[src/rtl/addsub_pkg.sv]
// Shared definitions for the multi-word add/subtract sequencer: FSM state
// encoding and default slice geometry.
package addsub_pkg;

  localparam int N_DEF     = 8;
  localparam int M_DEF     = 4;
  localparam int CNT_W_DEF = $clog2(M_DEF);

  typedef enum logic [1:0] {
    ST_IDLE = 2'd0,
    ST_RUN  = 2'd1,
    ST_DONE = 2'd2
  } state_t;

endpackage

[src/rtl/addsub_chunk.sv]
// Combinational n-bit two's-complement add/subtract slice with carry in/out
// and signed-overflow flag for the most significant chunk.
module addsub_chunk #(
  parameter int n = 8
) (
  input  logic [n-1:0] x,
  input  logic [n-1:0] y,
  input  logic         sub,
  input  logic         cin,
  output logic [n-1:0] s,
  output logic         cout,
  output logic         ovf
);

  logic [n-1:0] y_eff;
  logic [n:0]   sum;

  // Sum and carry both see the inverted B chunk so subtraction is exact.
  assign y_eff = y ^ {n{sub}};
  assign sum   = {1'b0, x} + {1'b0, y_eff} + (n+1)'(cin);
  assign s     = sum[n-1:0];
  assign cout  = sum[n];
  assign ovf   = (x[n-1] == y_eff[n-1]) && (s[n-1] != x[n-1]);

endmodule

[src/rtl/multiword_addsub_seq.sv]
// Wide (n*m-bit) add/subtract done over m cycles with one shared n-bit slice,
// least-significant chunk first. `ADDSUB_ACCUM_EN adds an Acc input that takes
// operand A from the current Result.
module multiword_addsub_seq
  import addsub_pkg::*;
#(
  parameter int n = N_DEF,
  parameter int m = M_DEF
) (
  input  logic           Clock,
  input  logic           Reset,
  input  logic           Start,
  input  logic           SUB,
`ifdef ADDSUB_ACCUM_EN
  input  logic           Acc,
`endif
  input  logic [n*m-1:0] A,
  input  logic [n*m-1:0] B,
  output logic [n*m-1:0] Result,
  output logic           Cout,
  output logic           V,
  output logic           Busy,
  output logic           Done
);

  localparam int W     = n * m;
  localparam int CNT_W = $clog2(m);

  state_t           state_q, state_d;
  logic [W-1:0]     a_q, a_d;
  logic [W-1:0]     b_q, b_d;
  logic             sub_q, sub_d;
  logic             carry_q, carry_d;
  logic [CNT_W-1:0] cnt_q, cnt_d;
  logic [W-1:0]     result_q, result_d;
  logic             cout_q, cout_d;
  logic             v_q, v_d;

  logic [W-1:0]     a_src;
  logic [n-1:0]     slice_s;
  logic             slice_cout;
  logic             slice_ovf;

`ifdef ADDSUB_ACCUM_EN
  assign a_src = Acc ? result_q : A;
`else
  assign a_src = A;
`endif

  addsub_chunk #(.n(n)) u_chunk (
    .x    (a_q[n-1:0]),
    .y    (b_q[n-1:0]),
    .sub  (sub_q),
    .cin  (carry_q),
    .s    (slice_s),
    .cout (slice_cout),
    .ovf  (slice_ovf)
  );

  always_comb begin
    state_d  = state_q;
    a_d      = a_q;
    b_d      = b_q;
    sub_d    = sub_q;
    carry_d  = carry_q;
    cnt_d    = cnt_q;
    result_d = result_q;
    cout_d   = cout_q;
    v_d      = v_q;
    unique case (state_q)
      ST_IDLE: begin
        if (Start) begin
          a_d     = a_src;
          b_d     = B;
          sub_d   = SUB;
          carry_d = SUB;
          cnt_d   = '0;
          state_d = ST_RUN;
        end
      end
      ST_RUN: begin
        // Each chunk enters at the top so after m shifts the result is LSB-aligned.
        result_d = {slice_s, result_q[W-1:n]};
        carry_d  = slice_cout;
        a_d      = a_q >> n;
        b_d      = b_q >> n;
        cnt_d    = cnt_q + CNT_W'(1);
        if (cnt_q == CNT_W'(m - 1)) begin
          cout_d  = slice_cout;
          v_d     = slice_ovf;
          state_d = ST_DONE;
        end
      end
      ST_DONE: begin
        state_d = ST_IDLE;
      end
      default: begin
        state_d = ST_IDLE;
      end
    endcase
  end

  always_ff @(posedge Clock) begin
    if (Reset) begin
      state_q  <= ST_IDLE;
      a_q      <= '0;
      b_q      <= '0;
      sub_q    <= 1'b0;
      carry_q  <= 1'b0;
      cnt_q    <= '0;
      result_q <= '0;
      cout_q   <= 1'b0;
      v_q      <= 1'b0;
    end else begin
      state_q  <= state_d;
      a_q      <= a_d;
      b_q      <= b_d;
      sub_q    <= sub_d;
      carry_q  <= carry_d;
      cnt_q    <= cnt_d;
      result_q <= result_d;
      cout_q   <= cout_d;
      v_q      <= v_d;
    end
  end

  assign Result = result_q;
  assign Cout   = cout_q;
  assign V      = v_q;
  assign Busy   = (state_q == ST_RUN);
  assign Done   = (state_q == ST_DONE);

endmodule

[config.mk]
export PLATFORM = sky130hd
export DESIGN_NAME = multiword_addsub_seq
export DESIGN_NICKNAME = d
export VERILOG_FILES = /design/src/rtl/addsub_pkg.sv /design/src/rtl/addsub_chunk.sv /design/src/rtl/multiword_addsub_seq.sv
export SDC_FILE = /design/constraint.sdc
export NUM_CORES = 1
export LEC_CHECK = 0
export ABC_AREA = 1
export BUFFER_PORTS_ARGS = -buffer_cell sky130_fd_sc_hd__buf_4
export CAP_MARGIN = 25
export CORE_MARGIN = 5
export CORE_UTILIZATION = 59
export DETAILED_ROUTE_END_ITERATION = 12
export PLACE_DENSITY = 0.81
export SKIP_LAST_GASP = 1
export SYNTH_ARGS = -nofsm -noshare
export SYNTH_HDL_FRONTEND = slang
export SYNTH_HIERARCHICAL = 1
export SYNTH_SLANG_ARGS = --single-unit
[constraint.sdc]
create_clock -name Clock -period 4.9 [get_ports Clock]
set_clock_uncertainty 0.2 [all_clocks]
set_input_delay 0.49 -clock Clock [delete_from_list [all_inputs] [get_ports Clock]]
set_output_delay 0.49 -clock Clock [all_outputs]
set_load 0.005 [all_outputs]
==> impl_metrics.tcl, run 1 <==
set metrics [dict create \
    status "completed" \
    antenna_left 0 \
    synth_area_leaders "dfxtp_1 41%, nand2_1 17%, nor2_1 13%, nand3_1 7.0%, inv_1 5.2%" \
    design_area_um2 6022 \
    grt_pass1_wl_um 20180 \
    cts.repair.resized 0 \
    period_share_pct 54.05 \
    cts_hold_buf 0 \
    setup_viol 0 \
    cp.required_ns 4.21 \
    drt_iter0_drc 183 \
    numCtsBuffers 9 \
    slew-limit-headroom_pct 42.07 \
    cts.sinks 104 \
    p_leak_nw 3.060 \
    synth_top_area_share_pct 40.86 \
    power.density_nw_per_um2 325.8 \
    synth-seq-cells 104 \
    diodes 0 \
    grt_max_degree 64 \
    vias_per_cell 5.026 \
    dp_hpwl_um 8255 \
    core_area_um2 8551 \
    cts_setup_buffers 0 \
    min_path_cells 3 \
    drv_cap 0 \
    vias 4920 \
    wl_per_cell_um 12.47 \
    yosysSeqAreaShare_pct 40.86 \
    grt_usage_pct 23.57 \
    grt_antenna_before_repair 0 \
    cts-root-buf "clkbuf_8" \
    fin_util_pct 70.43 \
    syn_area_per_cell_um2 6.401 \
    worstSetupPathType "reg2out" \
    comb_power_share_pct 22.4 \
    ios 104 \
    p_sw_mw 0.5999 \
    yosysMostFrequentCell "nand2_1" \
    die_w_um 102.9 \
    synth.net_count 874 \
    yosys.cell_types.count 26 \
    nFillCells 751 \
    fp-row-count 34 \
    vdd_drop_max_uv 184.6 \
    regArea_um2 2083 \
    fp.dieH_um 102.9 \
    p_seq_share_pct 49.3 \
    ys_warn_count 6 \
    synth_area_um2 5095 \
    rr_worst_depth 9 \
    synth_edf_count 0 \
    worstPathArrival_ns 1.96 \
    multi_input_area_um2 2515 \
    synthTopCellsByCount "236 x nand2_1, 175 x nor2_1, 104 x dfxtp_1" \
    drt_pass1_iterations 4 \
    crit_fanout 52 \
    fmax_ghz 0.3775 \
    synth_flop_cell "dfxtp_1" \
    async_reset_ff_share_pct 0 \
    hold_class "in2reg" \
    worst_slew_pin_slew_ns 0.8677 \
    dieArea_um2 10590 \
    io_buffers 103 \
    period_minus_slack_ns 2.649 \
    path_clk_slew_ns 0.10 \
    drive_above_1_share_pct 15.61 \
    finalWirelength_um 12210 \
    grt_overflow_total 0 \
    htreeDepth 3 \
    final_hold_viol_count 0 \
    final_max_slew_viol_count 0 \
    rsz0062_at_grt "no" \
    p_int_mw 1.362 \
    startpoint_type "flop" \
    gp_congestion 0.8488 \
    nets 944 \
    grt_pass1_vias 4512 \
    place_area_um2 5818 \
    netlist_instances 796 \
    finalPower_mw 1.962 \
    synth_top_cell_by_area "dfxtp_1" \
    syn_to_final_growth_pct 18.20 \
    finalSetupTns_ns 0 \
    clkLatencyLatePin_ns 0.37 \
    critPathCaptureType "output port" \
    cts_tree "done" \
    clockPowerShare_pct 28.3 \
    clock_path_buffers 2 \
    start_util_pct 59.58 \
    switching_share_pct 30.58 \
    route.detailed.drc 0 \
]
==> metrics by stage <==
stage	hold slack, ns	setup slack, ns	std cells
floorplan	0.2392	2.591	796
global placement	0.2499	2.433	963
detailed placement	0.2545	2.351	963
CTS	0.1881	2.246	979
global route	0.1907	2.067	979
finish	0.1924	2.251	979
==> area by class of cell <==
class / count / share of cell area, %
clock buffers: 11 / 2.348
clock inverters: 5 / 1.039
inverters: 71 / 4.426
multi-input cells: 571 / 41.76
flip-flops and latches: 104 / 34.59
well taps: 108 / 2.244
repair buffers: 109 / 13.59
==> worst max-delay path: stages, from the launching register on <==
cell	delay [ns]
dfxtp_2	0.35
buf_4	0.48
inv_1	0.11
nor2_2	0.10
buf_4	0.36
buf_4	0.19
==> cell usage in the layout (no fill, tap or decap), drive strengths merged, types with 11 or more instances in the layout <==
cell type,count
inv,73
clkbuf,11
dfxtp,104
buf,109
o21ai,36
nand3,71
nand2,239
a21oi,23
nor2,176
==> power by group through the flow <==
| stage | logic [mW] | clock network [mW] | registers (mW) |
|---|---|---|---|
| after global routing | 0.502 | 0.593 | 0.976 |
| after global placement | 0.425 | 0 | 0.983 |
| after floorplan | 0.306 | 0 | 0.973 |
| final | 0.440 | 0.555 | 0.967 |
| after CTS | 0.441 | 0.559 | 0.968 |
| after detailed placement | 0.436 | 0 | 0.987 |
==> per-layer routing <==
metal,wire (um),GRT usage [%]
met2,5982,40.50
met5,0,0
met4,365,10.36
met3,761,3.721
met1,5099,29.11
==> flip-flops by register name (all words and copies together), names as in the netlist <==
name / flops
V: 1
a_q: 32
Result: 32
cnt_q: 2
sub_q: 1
carry_q: 1
Cout: 1
b_q: 32
state_q: 2
==> logic make-up (layout without fill, tap and decap cells) <==
kind of cell / after synthesis / in the layout / share of synthesized area (%)
AOI/OAI and AO/OA: 60 / 60 / 6.164
xor gates and xnor gates: 12 / 12 / 2.063
adders and majority gates: 10 / 10 / 2.751
buffers and inverters: 121 / 196 / 10.02
DFF: 104 / 104 / 40.86
and+or+nand+nor: 489 / 489 / 38.14
==> worst paths after layout <==
path | from | slack [ns] | endpoint
setup / recovery | state_q[0]$_SDFFE_PP0P_ | 2.25 | Busy
setup reg to reg | sub_q$_SDFFE_PP0P_ | 2.28 | Result[30]$_SDFFE_PP0P_
hold / removal | A[31] | 0.19 | a_q[31]$_SDFFE_PP0P_
hold reg to reg | b_q[31]$_SDFFE_PP0P_ | 0.27 | b_q[31]$_SDFFE_PP0P_
Power figures use the tool's default switching activity.
==> run 2, diff against run 1 <==
- CORE_UTILIZATION: 59 -> 55
- PLACE_DENSITY: 0.81 -> 0.76
- clock period: 4.9 -> 2.6 ns (I/O delays scaled with it)
==> run 2 against run 1 <==
Effect of this change:
- critical path depth grew 5
- clock-buffer cell count shrank 1
- the run now ends with negative hold slack left
- worst setup slack lost 2.0 ns
- global-route usage shrank 0.69 points
- wire length grew 3.8%
- combinational power grew 100%
- critical path type is now reg2reg
- sequential power grew 88%
==> impl_metrics.tcl, run 2 (synthesized netlist as in run 1, its figures left out) <==
set metrics [dict create \
    ios 104 \
    finalPower_mw 3.919 \
    comb_power_share_pct 22.5 \
    drt_pass1_iterations 5 \
    grt_pass1_wl_um 21270 \
    drv_cap 0 \
    io_buffers 103 \
    gp_congestion 0.8150 \
    slowest_delay_ns 0.44 \
    cts_tree "done" \
    violations "negative hold slack" \
    final_hold_viol_count 1 \
    finalWirelength_um 12680 \
    grt_max_degree 62 \
    dieArea_um2 11290 \
    critPathCaptureType "flop" \
    grt_antenna_before_repair 0 \
    switching_share_pct 29.13 \
    fp.dieH_um 106.2 \
    slowest_stage "fa_1" \
    diodes 0 \
    worstSetupPathType "reg2reg" \
    period_share_pct 89.24 \
    drt_iter0_drc 331 \
    core_area_um2 9153 \
    grt_overflow_total 0 \
    start_util_pct 55.67 \
    startpoint_type "flop" \
    period_minus_slack_ns 2.320 \
    route.detailed.drc 0 \
    p_leak_nw 3.256 \
    wl_per_cell_um 12.41 \
    final_max_slew_viol_count 0 \
    hold_slack_ns -0.003236 \
    cts.sinks 104 \
    clkLatencyLatePin_ns 0.37 \
    rsz0062_at_grt "no" \
    finalSetupTns_ns 0 \
    vias 5045 \
    setup_ws_ns 0.2797 \
    final_cell_mix "235 x nand2_1, 174 x nor2_1, 113 x buf_4, 103 x dfxtp_1, 71 x nand3_1" \
    die_w_um 106.2 \
    crit_chain "xnor2_1, fa_1, fa_1, o21ai_2, nand4_1, nand3_1, inv_1, nand2_1, nand3_1, nor2_1" \
    antenna_left 0 \
    p_int_mw 2.778 \
    fin_util_pct 70.64 \
    worstPathArrival_ns 2.41 \
    status "complete, but fails checks" \
    hold_class "in2reg" \
    crit_fanout 3 \
    cp.required_ns 2.69 \
    nFillCells 831 \
    grt_pass1_vias 4683 \
    layout_commonest_cell "nand2_1" \
    vias_per_cell 4.941 \
    slew-limit-headroom_pct 61.15 \
    p_seq_share_pct 46.5 \
    p_sw_mw 1.142 \
    fmax_ghz 0.4310 \
    clockPowerShare_pct 31.0 \
    path_clk_slew_ns 0.10 \
    fp-row-count 35 \
    nets 983 \
    dp_hpwl_um 8352 \
    syn_to_final_growth_pct 26.89 \
    power.density_nw_per_um2 606.2 \
    vdd_drop_max_uv 420.4 \
    place_ws_ns 0.3126 \
    cts_setup_buffers 0 \
    numCtsBuffers 9 \
    setup_viol 0 \
    htreeDepth 3 \
    cts-root-buf "clkbuf_8" \
    grt_usage_pct 22.88 \
    worst_slew_pin_slew_ns 0.5827 \
    clock_path_buffers 2 \
    drive_above_1_share_pct 15.60 \
]
[run 2: power groups by stage]
stage	sequential, mW	combinational [mW]	clock [mW]
detailed placement	1.86	0.837	0
floorplan	1.83	0.578	0
finish	1.82	0.883	1.22
CTS	1.82	0.883	1.23
global route	1.84	1.01	1.30
global placement	1.85	0.817	0
[run 2: metrics by stage]
step | instances | instance area [um^2]
after global routing | 1021 | 6465
after CTS | 1021 | 6465
final | 1021 | 6465
after floorplan | 796 | 5095
after global placement | 972 | 5892
after detailed placement | 972 | 5892
[run 2: critical path: cells and delay by family, from the launching register on]
family | cells | cell delay, ns
buf+inv | 1 | 0.06
simple gates | 5 | 0.44
fa+ha+maj | 2 | 0.85
xor+xnor | 1 | 0.14
compound gates | 1 | 0.23
flops | 1 | 0.33
[run 2: final cells by class]
cell class / count / area (um^2) / area share, %
multi-input cells: 571 / 2515 / 38.90
repair buffers: 148 / 1219 / 18.85
well taps: 111 / 138.9 / 2.148
inverters: 71 / 266.5 / 4.122
clock inverters: 6 / 115.1 / 1.781
clock buffers: 10 / 127.6 / 1.974
flip-flops and latches: 104 / 2083 / 32.22
[run 2: path summary, 6_finish.rpt]
kind                        start                    to  slack (ns)  depth (start not counted)
min reg2reg  b_q[31]$_SDFFE_PP0P_  b_q[31]$_SDFFE_PP0P_        0.27                          2
min                         B[23]  b_q[23]$_SDFFE_PP0P_      -0.003                          5
max            sub_q$_SDFFE_PP0P_  carry_q$_SDFFE_PP0P_        0.28                         10
max reg2reg    sub_q$_SDFFE_PP0P_  carry_q$_SDFFE_PP0P_        0.28                         10
[run 2: layer usage]
metal	GRT usage [%]	part of all wire, %	vias up
met3	4.250	5.8	18
met1	28.46	44	2243
met5	0	0	-
met4	7.493	2.0	0
met2	39.82	48	142
li1	-	-	2642
[run 2: timing repair]
item | 4_1_cts | 5_1_grt
setup endpoints to repair | 0 | 0
gates resized for setup | 0 | 0
endpoints found under the hold margin | 33 | 0
hold buffers | 33 | 0
==> run 3, diff against run 2 <==
- CORE_ASPECT_RATIO: default -> 0.8
==> run 3 against run 2 <==
Effect of this change:
- the run now ends clean
- final cell count fell by 1.8%
- hold slack improved by 0.0083 ns
- clock power grew 4%
- non-clock buffer count fell by 22
==> impl_metrics.tcl, run 3 (synthesized netlist as in run 1, its figures left out) <==
set metrics [dict create \
    path_clk_slew_ns 0.07 \
    final_cell_mix "235 x nand2_1, 174 x nor2_1, 113 x buf_4, 103 x dfxtp_1, 71 x nand3_1" \
    status "completed" \
    power.density_nw_per_um2 629.2 \
    drive_above_1_share_pct 15.99 \
    critPathCaptureType "flop" \
    cts_tree "done" \
    cts_setup_buffers 0 \
    route.detailed.drc 0 \
    grt_overflow_total 0 \
    fmax_ghz 0.4306 \
    slew-limit-headroom_pct 49.68 \
    start_util_pct 56.38 \
    dieArea_um2 11300 \
    rsz0062_at_grt "no" \
    clock_path_buffers 2 \
    nets 961 \
    diodes 0 \
    period_share_pct 89.32 \
    finalSetupTns_ns 0 \
    setup_viol 0 \
    drt_pass1_iterations 5 \
    grt_pass1_wl_um 20880 \
    hold_slack_ns 0.005084 \
    grt_max_degree 81 \
    final_max_slew_viol_count 0 \
    hold_class "in2reg" \
    cp.required_ns 2.64 \
    antenna_left 0 \
    numCtsBuffers 9 \
    ios 104 \
    grt_antenna_before_repair 0 \
    vias_per_cell 4.971 \
    final_hold_viol_count 0 \
    drv_cap 0 \
    htreeDepth 3 \
    layout_commonest_cell "nand2_1" \
    worstSetupPathType "reg2reg" \
    grt_usage_pct 22.05 \
    core_area_um2 9037 \
    cts-root-buf "clkbuf_16" \
    grt_pass1_vias 4665 \
    finalWirelength_um 12520 \
    vias 4986 \
    drt_iter0_drc 303 \
    wl_per_cell_um 12.48 \
    cts.sinks 104 \
    vdd_drop_max_uv 478.1 \
    fp-row-count 31 \
    p_leak_nw 3.170 \
    io_buffers 103 \
    fp.dieH_um 96.09 \
    dp_hpwl_um 8416 \
    cts.repair.resized 0 \
    crit_fanout 3 \
    worstPathArrival_ns 2.36 \
    startpoint_type "flop" \
    syn_to_final_growth_pct 23.26 \
    clkLatencyLatePin_ns 0.34 \
    worst_slew_pin_slew_ns 0.7548 \
    fin_util_pct 69.49 \
    period_minus_slack_ns 2.322 \
    die_w_um 117.6 \
    gp_congestion 0.7973 \
]
## run 3: cell count changes in the layout (fill, tap and decap cells not counted), sizes merged
cell         delta
buf             -1
bufinv          -3
clkbuf          -1
clkinv          +2
clkinvlp        +2
dlygate4sd3    -21
## run 3: worst max-delay path, cell delays in order, from the launching register on
cell     delay [ns]
dfxtp_1        0.33
xnor2_1        0.14
fa_1           0.42
fa_1           0.45
o21ai_2        0.23
nand2_1        0.11
nand3_1        0.08
nand2_1        0.05
o21ai_0        0.15
nor2_1         0.06
## run 3: worst paths after layout
| kind | startpoint | cells after the start | end | slack (ns) |
|---|---|---|---|---|
| worst min register to register | a_q[29]$_SDFFE_PP0P_ | 2 | a_q[29]$_SDFFE_PP0P_ | 0.26 |
| worst min-delay path | A[27] | 3 | a_q[27]$_SDFFE_PP0P_ | 0.005 |
| worst max-delay path | b_q[0]$_SDFFE_PP0P_ | 9 | Result[30]$_SDFFE_PP0P_ | 0.28 |
| worst max register to register | b_q[0]$_SDFFE_PP0P_ | 9 | Result[30]$_SDFFE_PP0P_ | 0.28 |
## run 3: routing by layer
metal	up-vias	track usage [%]	share of wire, %
li1	2599	-	-
met1	2232	26.29	44
met4	0	7.259	1.4
met5	-	0	0
met2	140	38.98	49
met3	15	6.110	6.4
## run 3: cell type report
cell class / instances / area, um^2
fill: 783 / 2758
multi-input combinational: 571 / 2515
sequential: 104 / 2083
timing repair buffer: 126 / 988.4
inverter: 71 / 266.5
clock buffer: 9 / 225.2
tap: 115 / 143.9
clock inverter: 7 / 57.56
## run 3: metrics by stage
| stage | cells | instance area [um^2] | power, mW | worst slack (ns) |
|---|---|---|---|---|
| final | 1003 | 6280 | 3.952 | 0.2776 |
| after global routing | 1003 | 6280 | 4.179 | 0.1837 |
| after CTS | 1003 | 6280 | 3.974 | 0.3002 |
| after detailed placement | 975 | 5877 | 2.696 | 0.3251 |
| after global placement | 975 | 5877 | 2.664 | 0.3950 |
| after floorplan | 796 | 5095 | 2.411 | 0.2909 |
## run 3: repair_timing
item	in CTS	in global routing
endpoints found under the setup margin	0	0
hold buffers	12	0
hold endpoints to repair	12	0
## run 3: power by group
group	internal [mW]	switching [mW]	leakage, nW
registers	1.73	0.0989	0.860
logic	0.379	0.473	2.18
clock network	0.657	0.613	0.128
